**config.mk**
```make
export PLATFORM = sky130hd
export DESIGN_NAME = cpu_alu_arb
export DESIGN_NICKNAME = d
export VERILOG_FILES = /design/src/rtl/cpu_alu_arb.sv
export SDC_FILE = /design/constraint.sdc
export NUM_CORES = 1
export LEC_CHECK = 0
export BUFFER_PORTS_ARGS = -buffer_cell sky130_fd_sc_hd__buf_2
export CORE_AREA = 3 3 121 123
export DETAILED_ROUTE_END_ITERATION = 6
export DIE_AREA = 0 0 124 126
export GPL_TIMING_DRIVEN = 0
export MAX_ROUTING_LAYER = met4
export PLACE_DENSITY = 0.77
export SLEW_MARGIN = 10
export SYNTH_ARGS = -nofsm -noshare
export SYNTH_HDL_FRONTEND = slang
export SYNTH_SLANG_ARGS = --single-unit
```
**constraint.sdc**
```tcl
create_clock -name clk -period 5.7 [get_ports clk]
set_input_delay 0.285 -clock clk [delete_from_list [all_inputs] [get_ports clk]]
set_output_delay 0.285 -clock clk [all_outputs]
set_load 0.01 [all_outputs]
```
**src/rtl/cpu_alu_arb.sv**
```systemverilog
// cpu_alu_arb: round-robin arbiter that shares one multicycle ALU
// between two requesters (A and B), with per-requester response channels.
//
// Optional feature macro: CPU_ALU_ARB_DIVZERO_EN
//   defined   -> DIV/MOD by zero skip EXEC, answer 32'hFFFFFFFF, err=1
//   undefined -> DIV/MOD by zero run normally and return alu_value
//
// Ports:
//   clk, rst_n                  clock, async active-low reset
//   a_/b_valid, a_/b_ready      request handshake per requester
//   a_/b_arg1, a_/b_arg2        32-bit operands per requester
//   a_/b_opcode                 16-bit opcode per requester
//   a_/b_resp_valid/_ready      response handshake per requester
//   resp_value, resp_err        shared response payload
//   alu_arg1/arg2/opcode        registered drive into the shared ALU
//   alu_value                   combinational ALU result
//   busy                        high whenever not IDLE
module cpu_alu_arb #(
  parameter int LONG_CYCLES  = 4,
  parameter int SHORT_CYCLES = 1
) (
  input  logic        clk,
  input  logic        rst_n,
  input  logic        a_valid,
  output logic        a_ready,
  input  logic [31:0] a_arg1,
  input  logic [31:0] a_arg2,
  input  logic [15:0] a_opcode,
  input  logic        b_valid,
  output logic        b_ready,
  input  logic [31:0] b_arg1,
  input  logic [31:0] b_arg2,
  input  logic [15:0] b_opcode,
  output logic        a_resp_valid,
  input  logic        a_resp_ready,
  output logic        b_resp_valid,
  input  logic        b_resp_ready,
  output logic [31:0] resp_value,
  output logic        resp_err,
  output logic [31:0] alu_arg1,
  output logic [31:0] alu_arg2,
  output logic [15:0] alu_opcode,
  input  logic [31:0] alu_value,
  output logic        busy
);

  typedef enum logic [1:0] {
    S_IDLE = 2'b00,
    S_EXEC = 2'b01,
    S_RESP = 2'b10
  } state_t;

  localparam logic [3:0] LC = 4'(LONG_CYCLES);
  localparam logic [3:0] SC = 4'(SHORT_CYCLES);

  state_t      r_state;
  state_t      w_next;

  logic [3:0]  r_cnt;
  logic        r_owner;
  logic        r_last;
  logic        r_illegal;
  logic [31:0] r_arg1;
  logic [31:0] r_arg2;
  logic [15:0] r_op;
  logic [31:0] r_resp_value;
  logic        r_resp_err;

  logic        w_grant_a;
  logic        w_grant_b;
  logic        w_accept;
  logic [31:0] w_in_arg1;
  logic [31:0] w_in_arg2;
  logic [15:0] w_in_op;
  logic        w_in_long;
  logic        w_in_illegal;
  logic        w_in_divzero;
  logic        w_done;
  logic        w_hs;

  // r_owner / r_last: 0 = A, 1 = B
  assign w_accept  = w_grant_a | w_grant_b;
  assign w_in_arg1 = w_grant_b ? b_arg1 : a_arg1;
  assign w_in_arg2 = w_grant_b ? b_arg2 : a_arg2;
  assign w_in_op   = w_grant_b ? b_opcode : a_opcode;

  assign w_in_long = (w_in_op == 16'h0002)
                   | (w_in_op == 16'h0003)
                   | (w_in_op == 16'h0004);

  assign w_in_illegal = !((w_in_op <= 16'h0009)
                        | (w_in_op == 16'h0010));

`ifdef CPU_ALU_ARB_DIVZERO_EN
  assign w_in_divzero = ((w_in_op == 16'h0003)
                       | (w_in_op == 16'h0004))
                      & (w_in_arg2 == 32'd0);
`else
  assign w_in_divzero = 1'b0;
`endif

  // A zero count can only come from an out-of-range parameter;
  // finish rather than wrap so the FSM can never stall in EXEC.
  assign w_done = (r_state == S_EXEC) && (r_cnt <= 4'd1);

  assign w_hs = (r_state == S_RESP)
              && (r_owner ? b_resp_ready : a_resp_ready);

  always_ff @(posedge clk or negedge rst_n) begin
    if (!rst_n) begin
      r_state <= S_IDLE;
    end else begin
      r_state <= w_next;
    end
  end

  always_comb begin
    w_next    = r_state;
    w_grant_a = 1'b0;
    w_grant_b = 1'b0;
    case (r_state)
      S_IDLE: begin
        // Tie goes to whoever was not served last.
        if (a_valid && (!b_valid || r_last)) begin
          w_grant_a = 1'b1;
        end else if (b_valid) begin
          w_grant_b = 1'b1;
        end
        if (w_grant_a || w_grant_b) begin
          w_next = w_in_divzero ? S_RESP : S_EXEC;
        end
      end
      S_EXEC: begin
        if (w_done) begin
          w_next = S_RESP;
        end
      end
      S_RESP: begin
        if (w_hs) begin
          w_next = S_IDLE;
        end
      end
      default: begin
        w_next = S_IDLE;
      end
    endcase
  end

  always_ff @(posedge clk or negedge rst_n) begin
    if (!rst_n) begin
      r_cnt        <= 4'd0;
      r_owner      <= 1'b0;
      r_last       <= 1'b1;
      r_illegal    <= 1'b0;
      r_arg1       <= 32'd0;
      r_arg2       <= 32'd0;
      r_op         <= 16'd0;
      r_resp_value <= 32'd0;
      r_resp_err   <= 1'b0;
    end else if (w_accept) begin
      r_arg1    <= w_in_arg1;
      r_arg2    <= w_in_arg2;
      r_op      <= w_in_op;
      r_owner   <= w_grant_b;
      r_last    <= w_grant_b;
      r_illegal <= w_in_illegal;
      if (w_in_divzero) begin
        r_cnt        <= 4'd0;
        r_resp_value <= 32'hFFFF_FFFF;
        r_resp_err   <= 1'b1;
      end else begin
        r_cnt <= w_in_long ? LC : SC;
      end
    end else if (r_state == S_EXEC) begin
      if (r_cnt != 4'd0) begin
        r_cnt <= r_cnt - 4'd1;
      end
      if (w_done) begin
        r_resp_value <= r_illegal ? 32'd0 : alu_value;
        r_resp_err   <= r_illegal;
      end
    end
  end

  assign a_ready      = w_grant_a;
  assign b_ready      = w_grant_b;
  assign a_resp_valid = (r_state == S_RESP) && !r_owner;
  assign b_resp_valid = (r_state == S_RESP) && r_owner;
  assign resp_value   = r_resp_value;
  assign resp_err     = r_resp_err;
  assign alu_arg1     = r_arg1;
  assign alu_arg2     = r_arg2;
  assign alu_opcode   = r_op;
  assign busy         = (r_state != S_IDLE);

  a_one_ready: assert property (
    @(posedge clk) disable iff (!rst_n)
    !(a_ready && b_ready));

  a_one_resp: assert property (
    @(posedge clk) disable iff (!rst_n)
    !(a_resp_valid && b_resp_valid));

  a_alu_stable: assert property (
    @(posedge clk) disable iff (!rst_n)
    (r_state == S_EXEC && !w_done) |=>
      ($stable(alu_opcode) && $stable(alu_arg1)
       && $stable(alu_arg2)));

endmodule

```
# [After elaboration in Yosys (flattened, before gate mapping)]
# Cells that the tools add are included.
[totals] regBits=122 in_bits=198 out_inout_bits=118 wordCells=65
[op_classes] add_sub_neg=1 order_cmp=2 n_eq_ne=9 n_mux=20 bitwise=5 n_reduce_logical=18
[ops] operator="two-way mux 32 bit" n=3
[ops] operator="equality test 16 x 2 -> 1 bit, second input constant" n=2
[ops] operator="equality test 16 x 3 -> 1 bit, second input constant" n=1
[ops] operator="equality test 16 x 5 -> 1 bit, second input constant" n=1
[ops] operator="less-or-equal comparator 16 x 4 -> 1 bit, second input constant" n=1
[ops] operator="two-way mux 16 bit" n=1
[ops] operator="two-way mux 4 bit" n=3
[ops] operator="two-way mux 1 bit" n=8
[ops] operator="two-way mux 2 bit" n=3
[ops] operator="!= test 2 bit, second input constant" n=3
[ops] operator="case mux 2 bit (3 select lines)" n=1
[ops] operator="AND reduction 3 bit" n=2
[ops] operator="nonzero test 2 bit" n=3
[ops] operator="logical AND 1 bit" n=5
[ops] operator="less-or-equal comparator 4 x 1 -> 1 bit, second input constant" n=1
[ops] operator="bitwise OR 1 bit" n=4
[ops] operator="nonzero test 4 bit" n=1
[ops] operator="subtractor 4 x 1 -> 4 bit, second input constant" n=1
[ops] operator="zero test 1 bit" n=3
[ops] operator="two-way mux 3 bit" n=1
[ops] operator="equality test 2 x 1 -> 1 bit, second input constant" n=1
[ops] operator="equality test 2 bit, second input constant" n=1
[ops] operator="zero test 2 bit" n=1
[ops] operator="logical OR 1 bit" n=2
[ops] operator="2 further kinds" n=2

# [Depth between registers and ports, before layout]
[logic_depth] depth_word=12 depth_mapped=8 mapped_depth_nobuf=6

# [Worst setup path after synthesis]
# OpenSTA, ideal clock, no wires.
[synth_timing] path_kind="register -> register" start="register r_state[1]" end="register r_cnt[0]" setup_ns=0.120 arrival_ns=1.708 required_ns=5.580 slack_ns=3.872 stages_incl_launch_ff=6 n_path_buf=1 period_less_slack_ns=1.828 path_cell_list="dfrtp_1 -> or3b_1 -> a21o_1 -> buf_6 -> or4_4 -> o211a_1"
[synth_via] elab_chain_len=8 word_cells_on_any_way=16 classes_between="eq/ne: 4; mux: 5; bitwise: 3; reduce/logical: 4"
[synth_lines] element="from (decl)" line_no="56" source="state_t r_state;"
[synth_lines] element="from (signal assigned)" line_no="113" source="r_state <= w_next;"
[synth_lines] element="zero test 2 bit" line_no="121" source="case (r_state)"
[synth_lines] element="two-way mux 1 bit" line_no="121"
[synth_lines] element="two-way mux 16 bit" line_no="85" source="assign w_in_op = w_grant_b ? b_opcode : a_opcode;"
[synth_lines] element="equality test 16 x 2 -> 1 bit (on tied branches)" line_no="87, 88"
[synth_lines] element="bitwise OR 1 bit" line_no="88" source="| (w_in_op == 16'h0003)"
[synth_lines] element="bitwise OR 1 bit" line_no="89" source="| (w_in_op == 16'h0004);"
[synth_lines] element="two-way mux 3 bit" line_no="172" source="r_cnt <= w_in_long ? LC : SC;"
[synth_lines] element="two-way mux 4 bit" line_no="160" source="end else if (w_accept) begin"
[synth_lines] element="to (signal assigned)" line_no="172"
[synth_lines] element="to (signal assigned)" line_no="176" source="r_cnt <= r_cnt - 4'd1;"
[synth_lines] element="to (decl)" line_no="59" source="logic [3:0] r_cnt;"
# Parallel ways exist; a longest one is shown, timed or not.
# A chain may end at the register's enable or synchronous reset.

# [Final worst setup path]
[layout_timing] start="register r_state[1]" end="output a_ready"
[layout_via] elab_chain_len=2
[layout_lines] element="zero test 2 bit" line_no="121"
[layout_lines] element="two-way mux 1 bit" line_no="121"
[layout_lines] element="to (decl)" line_no="25" source="output logic a_ready,"
# Every way passes these cells.

==> reports/results.ini <==
[placed_design]
gp_congestion=0.927
io_buffers=315
hpwl_um=13500
place_ws_ps=3550

[detailed_routing]
vias_per_cell=5.16
first_pass_iters=5
drt_iter0_markers=358
wirelength_um=17900
drcViolationCount=0
wire_per_inst_um=17.0
postRouteAntennaNets=0
vias=5442

[synth]
ys.flop_type=dfrtp_1
yosysTopAreaCellShare_pct=55.2
yosysTopAreaCell=dfrtp_1
ys.warnings.count=0
ys_seq_area_share_pct=55.7
syn_nets=727
async_flop_share_pct=100
ys_types=36
syn_inst=526
synth_area_leaders=dfrtp_1 (55%), a22o_1 (10%), a21o_1 (8.9%)
syn_avg_cell_area_um2=10.4
synthesis.area_mm2=0.00549
synth_edf_count=0
ys_ff_latch=122

[setup_path]
crit_required_ps=5410
cp-end-kind=output port
path_max_fanout=10
critPathLaunchType=flip-flop
crit_arrival_ps=2210
path_class=reg2out

[timing]
hold_viol_final=0
maxSlewViolCount=0
finalSetupTns_ps=0
finalSetupViolCount=0
clock.fmax_mhz=401
tightest_slew_ps=604
skew_ps=7.41
post-route-period-util_pct=43.7
timing.slew.headroom_pct=59.8
period_minus_slack_ps=2490
rsz0062_at_grt=false
layout_setup_ws_ps=3210

[clock_network]
postCtsSetupBuffers=0
ctsHoldBuffers=1
post_cts_resized=0
cts_tree=done
cts_max_level=4
clockBufferDepth=2
cts_buffers=17
clkSlewWorstSetupHoldPaths_ps=60
cts-root-buf=clkbuf_16
cts_sinks=122
clk_latency_ps=400

[global_route]
grt_start_max_net_pins=65
track_usage_pct=23.1
grt_pass1_wl_um=27200
antenna_found_initial=0
grt_pass1_vias=5207
grt_overflow=0

[floorplan]
core_mm2=0.0138
die_area_mm2=0.0156
dieHeight_um=126
die_w_um=124
io_pins=316
initial_core_util_pct=39.8
rows=43

[finish]
regArea_mm2=0.00305
mostFrequentLayoutCell=buf_2
drive_gt1_share_pct=41.5
most-common-layout-cells=buf_2 (321), dfrtp_1 (121), nand2_1 (70)
multi_input_area_mm2=0.00223
fillers=1250
fin_nets=1063
antenna_cells=0
area_growth_pct=45.4

[power]
powerDensity_mw_per_mm2=521
peakVddDrop_v=0.000269
leakage_uw=0.00447

[worst_hold_path]
hold_path_class=in2reg

[status]
status=finished, final reports clean

[flow_run]
max_cap_viol_count=0

sequential cells by signal, indices dropped and copies added (netlist names):
name        flops
resp_err        1
alu_arg1       32
alu_arg2       32
r_last          1
r_illegal       1
r_state         2
resp_value     32
alu_opcode     16
r_owner         1
r_cnt           4
metal layers:
| layer | routed length [um] | share of wire (%) | track usage (%) | up-vias |
|---|---|---|---|---|
| met2 | 8750 | 49 | 35.9 | 229 |
| met5 | 0 | 0 | - | - |
| met1 | 7550 | 42 | 30.1 | 2641 |
| met3 | 1310 | 7.3 | 5.16 | 28 |
| li1 | - | - | - | 2544 |
| met4 | 313 | 1.7 | 7.73 | 0 |
worst max-delay path, stage by stage, from the launching register on:
cell and delay [ps]:
dfrtp_1 420, nor2_1 370, nand2_1 130, a21oi_1 260, clkbuf_1 400, buf_2 220
cell type report:
| type | count | share of cell area, % |
|---|---|---|
| inverters | 7 | 0.329 |
| flip-flops and latches | 122 | 38.3 |
| plain buffers | 39 | 2.18 |
| repair buffers | 317 | 20.3 |
| clock buffers | 21 | 6.02 |
| multi-input cells | 358 | 28.0 |
| well taps | 180 | 2.82 |
| clock inverters | 11 | 2.09 |
worst paths after layout:
check | start | end | slack (ps) | cells after the start
min in group asynchronous | rst_n | alu_arg2[21] | 440 | 2
hold reg to reg | resp_value[8] | resp_value[8] | 470 | 2
setup / recovery | r_state[1] | a_ready | 3210 | 5
max in group asynchronous | rst_n | r_last | 4500 | 3
setup reg to reg | r_state[1] | alu_opcode[15] | 3540 | 6
hold / removal | a_arg1[4] | alu_arg1[4] | 80 | 2
Yosys cell counts (all sizes together), types with 3 or more instances:
master,instances
ha,3
nor3b,3
o21ai,38
a31oi,16
a22o,64
inv,7
dfrtp,121
buf,15
a21o,65
nor2,27
nand2,70
nand2b,34
nor4,6
clkbuf,24
a21oi,6
nor3,4
kinds of logic (layout without fill, tap and decap cells):
family	count (synthesis)	after routing	share of synthesized area, %
compound gates	194	194	25.7
simple gates	157	157	13.6
flops	122	122	55.7
buf+inv	46	395	3.65
fa+ha+maj	3	3	0.684
xor+xnor	2	2	0.319
mux	2	2	0.388
per-stage QoR:
step / total power [uW] / instances / area (um2) / hold slack, ps / util, %
3_5_place_dp: 3010 / 1022 / 7320 / 312 / 53.2
3_3_place_gp: 2980 / 1021 / 7290 / 458 / 52.9
4_1_cts: 4200 / 1055 / 7980 / 56.9 / 57.9
2_1_floorplan: 2360 / 526 / 5490 / -10.6 / -
5_1_grt: 4430 / 1055 / 7980 / 57.4 / 57.9
6_report: 4160 / 1055 / 7980 / 76.9 / 57.9
power breakdown:
| part | switching [uW] | internal (uW) | total, uW |
|---|---|---|---|
| logic | 897 | 743 | 1640 |
| registers | 183 | 1180 | 1360 |
| clock network | 381 | 777 | 1160 |
| total | 1460 | 2700 | 4160 |
Note: power is estimated with default switching activity, not from simulation.
